<file path="config.mk">
export PLATFORM = sky130hd
export DESIGN_NAME = regdst_hazard_ctrl
export DESIGN_NICKNAME = d
export VERILOG_FILES = /design/src/rtl/regdst_hazard_ctrl_pkg.sv /design/src/rtl/regdst_hazard_ctrl_fwd_sel.sv /design/src/rtl/regdst_hazard_ctrl.sv
export SDC_FILE = /design/constraint.sdc
export NUM_CORES = 1
export LEC_CHECK = 0
export BUFFER_PORTS_ARGS = -buffer_cell sky130_fd_sc_hd__buf_2
export CORE_MARGIN = 2
export CORE_UTILIZATION = 49
export CTS_BUF_LIST = sky130_fd_sc_hd__clkbuf_16
export DETAILED_ROUTE_END_ITERATION = 6
export PLACE_DENSITY_LB_ADDON = 0.12
export SLEW_MARGIN = 0
export SYNTH_ARGS = -nofsm -noshare
export SYNTH_HDL_FRONTEND = slang
export SYNTH_SLANG_ARGS = --single-unit
</file>
<file path="constraint.sdc">
create_clock -name clk -period 2.5 [get_ports clk]
set_input_delay 0.625 -clock clk [delete_from_list [all_inputs] [get_ports clk]]
set_output_delay 0.625 -clock clk [all_outputs]
set_load 0.01 [all_outputs]
</file>
<file path="src/rtl/regdst_hazard_ctrl_pkg.sv">
// rtl/regdst_hazard_ctrl_pkg.sv - shared widths and forwarding encodings for the destination-register controller
package regdst_hazard_ctrl_pkg;

    localparam int REG_W = 5;

    // Register $0 is hardwired; it never produces a hazard or a forward.
    localparam int REG_ZERO = 0;

    typedef enum logic [1:0] {
        FWD_RF  = 2'b00,
        FWD_WB  = 2'b01,
        FWD_MEM = 2'b10
    } fwd_e;

endpackage

</file>
<file path="src/rtl/regdst_hazard_ctrl_fwd_sel.sv">
// rtl/regdst_hazard_ctrl_fwd_sel.sv - MEM/WB priority compare producing one EX operand forwarding select
// Ports:
//   mem_valid, mem_we, mem_dst : instruction currently in MEM
//   wb_valid,  wb_we,  wb_dst  : instruction currently in WB
//   src                        : EX operand register index (rs or rt)
//   sel                        : FWD_MEM / FWD_WB / FWD_RF
module regdst_hazard_ctrl_fwd_sel #(
    parameter int REG_W = 5
) (
    input  logic             mem_valid,
    input  logic             mem_we,
    input  logic [REG_W-1:0] mem_dst,
    input  logic             wb_valid,
    input  logic             wb_we,
    input  logic [REG_W-1:0] wb_dst,
    input  logic [REG_W-1:0] src,
    output logic [1:0]       sel
);
    import regdst_hazard_ctrl_pkg::*;

    logic mem_hit;
    logic wb_hit;

    assign mem_hit = mem_valid & mem_we & (mem_dst != REG_W'(REG_ZERO)) & (mem_dst == src);
    assign wb_hit  = wb_valid  & wb_we  & (wb_dst  != REG_W'(REG_ZERO)) & (wb_dst  == src);

    // MEM holds the younger result, so it wins over WB.
    always_comb begin
        sel = FWD_RF;
        if (mem_hit) begin
            sel = FWD_MEM;
        end else if (wb_hit) begin
            sel = FWD_WB;
        end
    end

endmodule

</file>
<file path="src/rtl/regdst_hazard_ctrl.sv">
// rtl/regdst_hazard_ctrl.sv - destination-mux select, EX/MEM/WB destination shadows, load-use stall and forwarding
// Ports:
//   clk, rst                       : clock, asynchronous active-high reset
//   id_valid .. id_rd              : decoded fields of the ID-stage instruction
//   flush                          : kill the ID instruction (taken branch)
//   regdst_sel                     : destination mux select, 1 = rd, 0 = rt
//   stall                          : hold PC and IF/ID, bubble into EX
//   fwd_a, fwd_b                   : EX operand source selects
//   ex_dst, mem_dst, wb_dst        : destination carried in each stage
//   wb_we                          : register-file write enable
//   stall_cnt                      : saturating count of stall cycles
module regdst_hazard_ctrl #(
    parameter int REG_W = 5,
    parameter int CNT_W = 16
) (
    input  logic             clk,
    input  logic             rst,
    input  logic             id_valid,
    input  logic             id_rtype,
    input  logic             id_reg_write,
    input  logic             id_mem_read,
    input  logic             id_uses_rt,
    input  logic [REG_W-1:0] id_rs,
    input  logic [REG_W-1:0] id_rt,
    input  logic [REG_W-1:0] id_rd,
    input  logic             flush,
    output logic             regdst_sel,
    output logic             stall,
    output logic [1:0]       fwd_a,
    output logic [1:0]       fwd_b,
    output logic [REG_W-1:0] ex_dst,
    output logic [REG_W-1:0] mem_dst,
    output logic [REG_W-1:0] wb_dst,
    output logic             wb_we,
    output logic [CNT_W-1:0] stall_cnt
);
    import regdst_hazard_ctrl_pkg::*;

    logic             ex_valid;
    logic             ex_we;
    logic             ex_mem_read;
    logic [REG_W-1:0] ex_rs;
    logic [REG_W-1:0] ex_rt;
    logic             mem_valid;
    logic             mem_we;
    logic             wb_valid;
    logic             wb_we_reg;

    logic [REG_W-1:0] id_dst;
    logic             rs_match;
    logic             rt_match;
    logic             haz;
    logic             bubble;

    assign regdst_sel = id_rtype;
    assign id_dst     = id_rtype ? id_rd : id_rt;

    // Load-use: the load in EX has no data until MEM, so an ID consumer must wait one cycle.
    assign rs_match = (ex_dst == id_rs);
    assign rt_match = id_uses_rt & (ex_dst == id_rt);
    assign haz      = id_valid & ex_valid & ex_mem_read & ex_we
                    & (ex_dst != REG_W'(REG_ZERO)) & (rs_match | rt_match);

    // A flushed instruction is discarded anyway, so stalling for it would waste a cycle.
    assign stall  = haz & ~flush;
    assign bubble = stall | flush;

    assign wb_we = wb_valid & wb_we_reg;

    always_ff @(posedge clk or posedge rst) begin
        if (rst) begin
            ex_valid    <= 1'b0;
            ex_dst      <= '0;
            ex_we       <= 1'b0;
            ex_mem_read <= 1'b0;
            ex_rs       <= '0;
            ex_rt       <= '0;
            mem_valid   <= 1'b0;
            mem_dst     <= '0;
            mem_we      <= 1'b0;
            wb_valid    <= 1'b0;
            wb_dst      <= '0;
            wb_we_reg   <= 1'b0;
        end else begin
            if (bubble) begin
                ex_valid    <= 1'b0;
                ex_dst      <= '0;
                ex_we       <= 1'b0;
                ex_mem_read <= 1'b0;
                ex_rs       <= '0;
                ex_rt       <= '0;
            end else begin
                ex_valid    <= id_valid;
                ex_dst      <= id_dst;
                ex_we       <= id_reg_write;
                ex_mem_read <= id_mem_read;
                ex_rs       <= id_rs;
                ex_rt       <= id_rt;
            end
            mem_valid <= ex_valid;
            mem_dst   <= ex_dst;
            mem_we    <= ex_we;
            wb_valid  <= mem_valid;
            wb_dst    <= mem_dst;
            wb_we_reg <= mem_we;
        end
    end

    always_ff @(posedge clk or posedge rst) begin
        if (rst) begin
            stall_cnt <= '0;
        end else if (stall && (stall_cnt != {CNT_W{1'b1}})) begin
            stall_cnt <= stall_cnt + 1'b1;
        end
    end

    regdst_hazard_ctrl_fwd_sel #(.REG_W(REG_W)) u_fwd_a (
        .mem_valid (mem_valid),
        .mem_we    (mem_we),
        .mem_dst   (mem_dst),
        .wb_valid  (wb_valid),
        .wb_we     (wb_we_reg),
        .wb_dst    (wb_dst),
        .src       (ex_rs),
        .sel       (fwd_a)
    );

    regdst_hazard_ctrl_fwd_sel #(.REG_W(REG_W)) u_fwd_b (
        .mem_valid (mem_valid),
        .mem_we    (mem_we),
        .mem_dst   (mem_dst),
        .wb_valid  (wb_valid),
        .wb_we     (wb_we_reg),
        .wb_dst    (wb_dst),
        .src       (ex_rt),
        .sel       (fwd_b)
    );

endmodule

</file>
* After elaboration in Yosys (flattened, before gate mapping)
Index checks and enable logic that the tools add are counted.
** Operators by class
- $add $sub $neg :: 1
- Equal/unequal tests :: 7
- Multiplexer cells :: 11
- Bitwise gates (word level) :: 18
- Reduce and logical (&&, ||, !) cells :: 4
** Operator list (number)
- $eq 5x5->1 :: 6
- $mux 5 :: 4
- $add 16x1->16 const B :: 1
- $ne 16x16->1 const B :: 1
- $and 1x1->1 :: 15
- $reduce_bool 5->1 :: 3
- $mux 1 :: 5
- $mux 2 :: 2
- $or 1x1->1 :: 2
- $logic_and 1x1->1 :: 1
- $not 1->1 :: 1
** Word-level totals
- Register bits :: 48
- Bits of input ports :: 23
- Output and inout bits :: 38

* Longest topological paths before layout
- Depth in word-level cells :: 8
- Mapped depth :: 9

* Hierarchy
From an unflattened synthesis, not the netlist that was laid out.
** Second synthesis, totals
- Cell total of the unflattened synthesis :: 200
- Area, all modules :: 2312.2 sq um
** By module, submodules not included
- regdst_hazard_ctrl :: times used 1, cells each 160, area an instance 1981.9 sq um, sequential area each 1201.2 sq um
- regdst_hazard_ctrl_fwd_sel :: times used 2, cells each 20, area an instance 165.2 sq um, sequential area each 0.0 sq um

* Worst setup path after synthesis
No wires, ideal clock.
- Path type :: input -> output
- Start point :: input port id_rt[4]
- End point :: output port stall
- Arrival :: 1.769 ns
- Slack :: 0.106 ns
- Stages :: 5
- Path through :: xor2_1 -> nor4_2 -> a31oi_4 -> buf_6 -> nor3_1
** On the way
- Cells in the longest elaborated chain, start to end :: 5
** RTL lines
- start, declared :: RTL line regdst_hazard_ctrl.sv:24 : input logic [REG_W-1:0] id_rt,
- $eq 5x5->1 :: RTL line regdst_hazard_ctrl.sv:60 : assign rt_match = id_uses_rt & (ex_dst == id_rt);
- $and 1x1->1 :: RTL line regdst_hazard_ctrl.sv:60
- $or 1x1->1 :: RTL line regdst_hazard_ctrl.sv:62 : & (ex_dst != REG_W'(REG_ZERO)) & (rs_match | rt_match);
- $and 1x1->1 :: RTL line regdst_hazard_ctrl.sv:62
- $and 1x1->1 :: RTL line regdst_hazard_ctrl.sv:65 : assign stall = haz & ~flush;
- end, declared :: RTL line regdst_hazard_ctrl.sv:28 : output logic stall,
Every way passes these cells.

* Worst setup path in the final report
- Start point :: register mem_dst[3]
- End point :: output port fwd_b[0]
** On the way
- Cells in the longest elaborated chain, start to end :: 4
- Elaborated cells on any way between the ends :: 5
** RTL lines
- start, declared :: RTL line regdst_hazard_ctrl.sv:32 : output logic [REG_W-1:0] mem_dst,
- start signal, assigned :: RTL line regdst_hazard_ctrl.sv:101 : mem_dst <= ex_dst;
- $reduce_bool 5->1 :: RTL line regdst_hazard_ctrl_fwd_sel.sv:24 : assign mem_hit = mem_valid & mem_we & (mem_dst != REG_W'(REG_ZERO)) & (mem_dst == src);
- $and 1x1->1 :: RTL line regdst_hazard_ctrl_fwd_sel.sv:24
- $and 1x1->1 * :: RTL line regdst_hazard_ctrl_fwd_sel.sv:24
- $mux 2 * :: RTL line regdst_hazard_ctrl_fwd_sel.sv:30 : if (mem_hit) begin
- end, declared :: RTL line regdst_hazard_ctrl.sv:30 : output logic [1:0] fwd_b,
Every way passes the cells marked *; elsewhere a longest branch is shown, timed or not.

==> metrics list <==
- Status: finished, violations left
- Violated checks: setup timing
* Post-detailed-route via-to-cell ratio: roughly 5.2
- After layout, the worst path uses 101% of the clock period.
* Clock latency on the worst-skew pair: between 0.2 and 0.3 ns
- Cell area after placement: 0.00268 mm^2
- Minimum setup slack in the final design: -0.0299 ns
* Number of input and output port buffers inserted: 60
- Startpoint Class: flop
* WP data required: approximately 1.9 ns
* Number of cell rows: 25
- CTS root buf: clkbuf_16
- Fmax: ~0.40 GHz
- Once the floorplan was initialized, standard cells occupied between 40% and 50% of the core.
* Vias in the first global route: 1544
* Die Ht: 72.9 um
* Residual DRC count: 0
- TritonCTS created 5 clock buffers.
* Largest fanout of any net on the critical path: 2
* Share of synthesized area occupied by flip-flops and latches: ~52%
- By area the synthesized netlist is led by dfrtp_1 (52%), xor2_1 (11%), xnor2_1 (5.6%), and2_1 (3.8%), nand4_1 (2.4%).
* Min Hold Slack: 0.309 ns
- Placement Setup Slack: 0.0760 ns
- Routability-driven placement finished with a final weighted congestion of around 0.78.
- The register with the most flip-flops in the layout has 16 of them.
* Total routed wirelength: 4.54 mm
* Number of antenna diodes: 0
- Of the cells placed in the final design, the portion with a size suffix greater than 1 is 36.1%.
- Top Ports: slightly above 60
- Power per Cell Area: roughly 580 mW/mm^2
- Chip Width: around 73 um
* Synthesized area per cell: approximately 12 um^2
* Largest voltage drop on the vdd net: about 0.37 mV
- P_leak: 1.45 nW
- Detailed placement ended at an HPWL of roughly 3.4 mm.
- After synthesis the cells add up to 0.00233 mm^2.
- Counting along the longest clock path gives a buffer depth of 2.
* Accumulated negative setup slack: -0.0299 ns
* Hold-fix buffers at CTS: 0
- H-tree lvl count: 2
- RSZ-0062 raised after global routing: yes
- The net count of the finished layout is roughly 290.
- After synthesis, the netlist uses 38 different library cells.
* Count of synthesis-stage warnings from yosys: 0
* Gr ovfl total: 0
* Routed wire per std cell: 14.3 um
* Largest net degree at the start of global routing: 20
- Share of Yosys cell area claimed by the top area cell type: around half
- Clock tree skew after final layout: approximately 0.0027 ns
- The multi-input combinational cells in the finished layout cover a total of 0.00108 mm^2.
- Mapped Nets: 220
- The worst setup path is captured at an output port.
* Area growth from synthesis to final layout: 23.1%
- The design draws between 1.5 and 2 mW.
* CTS clock-pin slew for the worst setup and hold paths: 0.06 ns
- Detailed routing inserted a total of about 1600 vias.
- The sequential cells in the finished layout cover a total of about 0.0012 mm^2.
- Final hold violation count: 0
- In this run the tightest slew margin relative to its limit is 60.7%.
- In this run, placement finished with an instance count of a little over 300.
- In the layout the commonest cells are buf_2 (60), dfrtp_1 (48), xor2_1 (28).
- The die covers 0.00531 mm^2.
- Final std cells w/o fill: 317
* Wire length of the first global-routing pass: 7.42 mm
* Top register by number of flip-flops: stall_cnt
* Worst min-delay path category: in -> async
- The tool flagged a number of max-cap violations equal to 0.
* Aggregate global-route resource usage: between 10% and 20%
* Slew Viols, Final: 0
- The clock drives 48 sinks.
- The floorplan step defined a core boundary enclosing about 0.0047 mm^2.
* Critical path data arrival time: ~1.9 ns
* Post-synthesis cell type with the largest combined area: dfrtp_1
- Most frequent standard cell in the layout excluding fill and tap cells: buf_2
- The synthesized design contains 48 register bits.
* Start-to-end type of the worst setup path: reg -> out
* Violation count after the first detailed-routing iteration: 58
* Clock tree from TritonCTS: done
* Library cell contributing the largest single delay on the critical path: or4_4
- Final core utilization: 61.4%
- The finished cells cover roughly 0.0029 mm^2.
- The initial antenna violation count is 0.
- Critical Path Most Common Cell: nor4_1
* Fillcell total: 401
- Synthesis produced a netlist whose cell count is 196.
- Setup violation total in the final timing report: 1
- In this run the remaining antenna-violating nets after routing total 0.
* Critical path cell sequence: or4_4, o211ai_1, nor4_1, nor4_1, buf_2
- Tmin final: approximately 2.5 ns
- The first detailed-routing pass took 4 iterations.
* CP peak stage delay: 0.53 ns
- At the pin with the least slew margin, the transition time is just under 0.6 ns.
==> layout make-up <==
type	instances	area share [%]
clock buffer	5	4.37
clock inverter	3	0.656
inverter	1	0.131
multi-input combinational	137	37.7
sequential	48	42.0
tap	54	2.36
timing repair buffer	69	12.8
==> report_power, final <==
group / leakage [nW] / internal (mW) / total [mW] / switching [mW]
clock network: 0.0635 / 0.367 / 0.644 / 0.278
logic: 0.748 / 0.0829 / 0.177 / 0.0942
registers: 0.636 / 0.806 / 0.840 / 0.0335
total: 1.45 / 1.26 / 1.66 / 0.406
==> worst max-delay path, delay by kind of cell, from the launching register on <==
family | cells | cell delay, ns
and+or+nand+nor | 3 | 0.84
AOI/OAI and AO/OA | 1 | 0.22
buffers and inverters | 1 | 0.18
DFF | 1 | 0.38
==> synth_stat cells <==
master	count
and3_1	1
a21oi_1	1
buf_4	3
a21o_1	1
o31ai_4	1
buf_1	2
mux2_2	2
mux2_4	1
o211ai_1	2
buf_6	3
mux2i_1	5
or4b_1	1
dfrtp_1	48
or4_1	4
clkbuf_1	2
nor3_1	6
nand2_1	6
o21ba_2	1
xor2_1	28
o21bai_1	1
xnor2_1	15
and2_1	14
inv_1	1
o21a_1	1
nor4_1	7
nor3_2	1
ha_1	1
nor4b_1	1
nor2_1	12
nor4_2	4
nor4_4	1
nand3_1	5
a31oi_4	1
nand4_1	9
or2_2	1
nand2b_1	1
or3_1	1
nand4_2	1
==> path summary, 6_finish.rpt <==
kind / depth (start not counted) / from / end / slack [ns]
worst max-delay path: 5 / mem_dst[3] / fwd_b[0] / -0.03
worst min-delay path: 2 / rst / wb_we_reg / 0.31
worst max register to register: 6 / stall_cnt[0] / stall_cnt[1] / 0.27
worst min register to register: 0 / ex_valid / mem_valid / 0.38
max in group asynchronous: 3 / rst / ex_dst[2] / 1.63
min in group clk: 0 / ex_valid / mem_valid / 0.38
==> metal layers <==
layer	part of all wire, %	GRT usage [%]	wire length, um	vias to the layer above
met1	50	27.4	2280	783
met4	1.7	7.61	77	0
li1	-	-	-	810
met5	0	0	0	-
met2	43	26.0	1970	47
met3	4.4	4.83	201	8
==> repair_timing <==
action,CTS,global route
buffers inserted,2,0
pin swaps,4,4
endpoints found under the setup margin,1,4
gates resized for setup,1,4
hold endpoints to repair,0,0
==> cell families after synthesis <==
group | synth area share (%)
mux | 3.77
buf+inv | 3.23
xor+xnor | 16.2
fa+ha+maj | 0.538
flops | 51.6
compound gates | 4.09
simple gates | 20.5
Note: power is estimated with default switching activity, not from simulation.
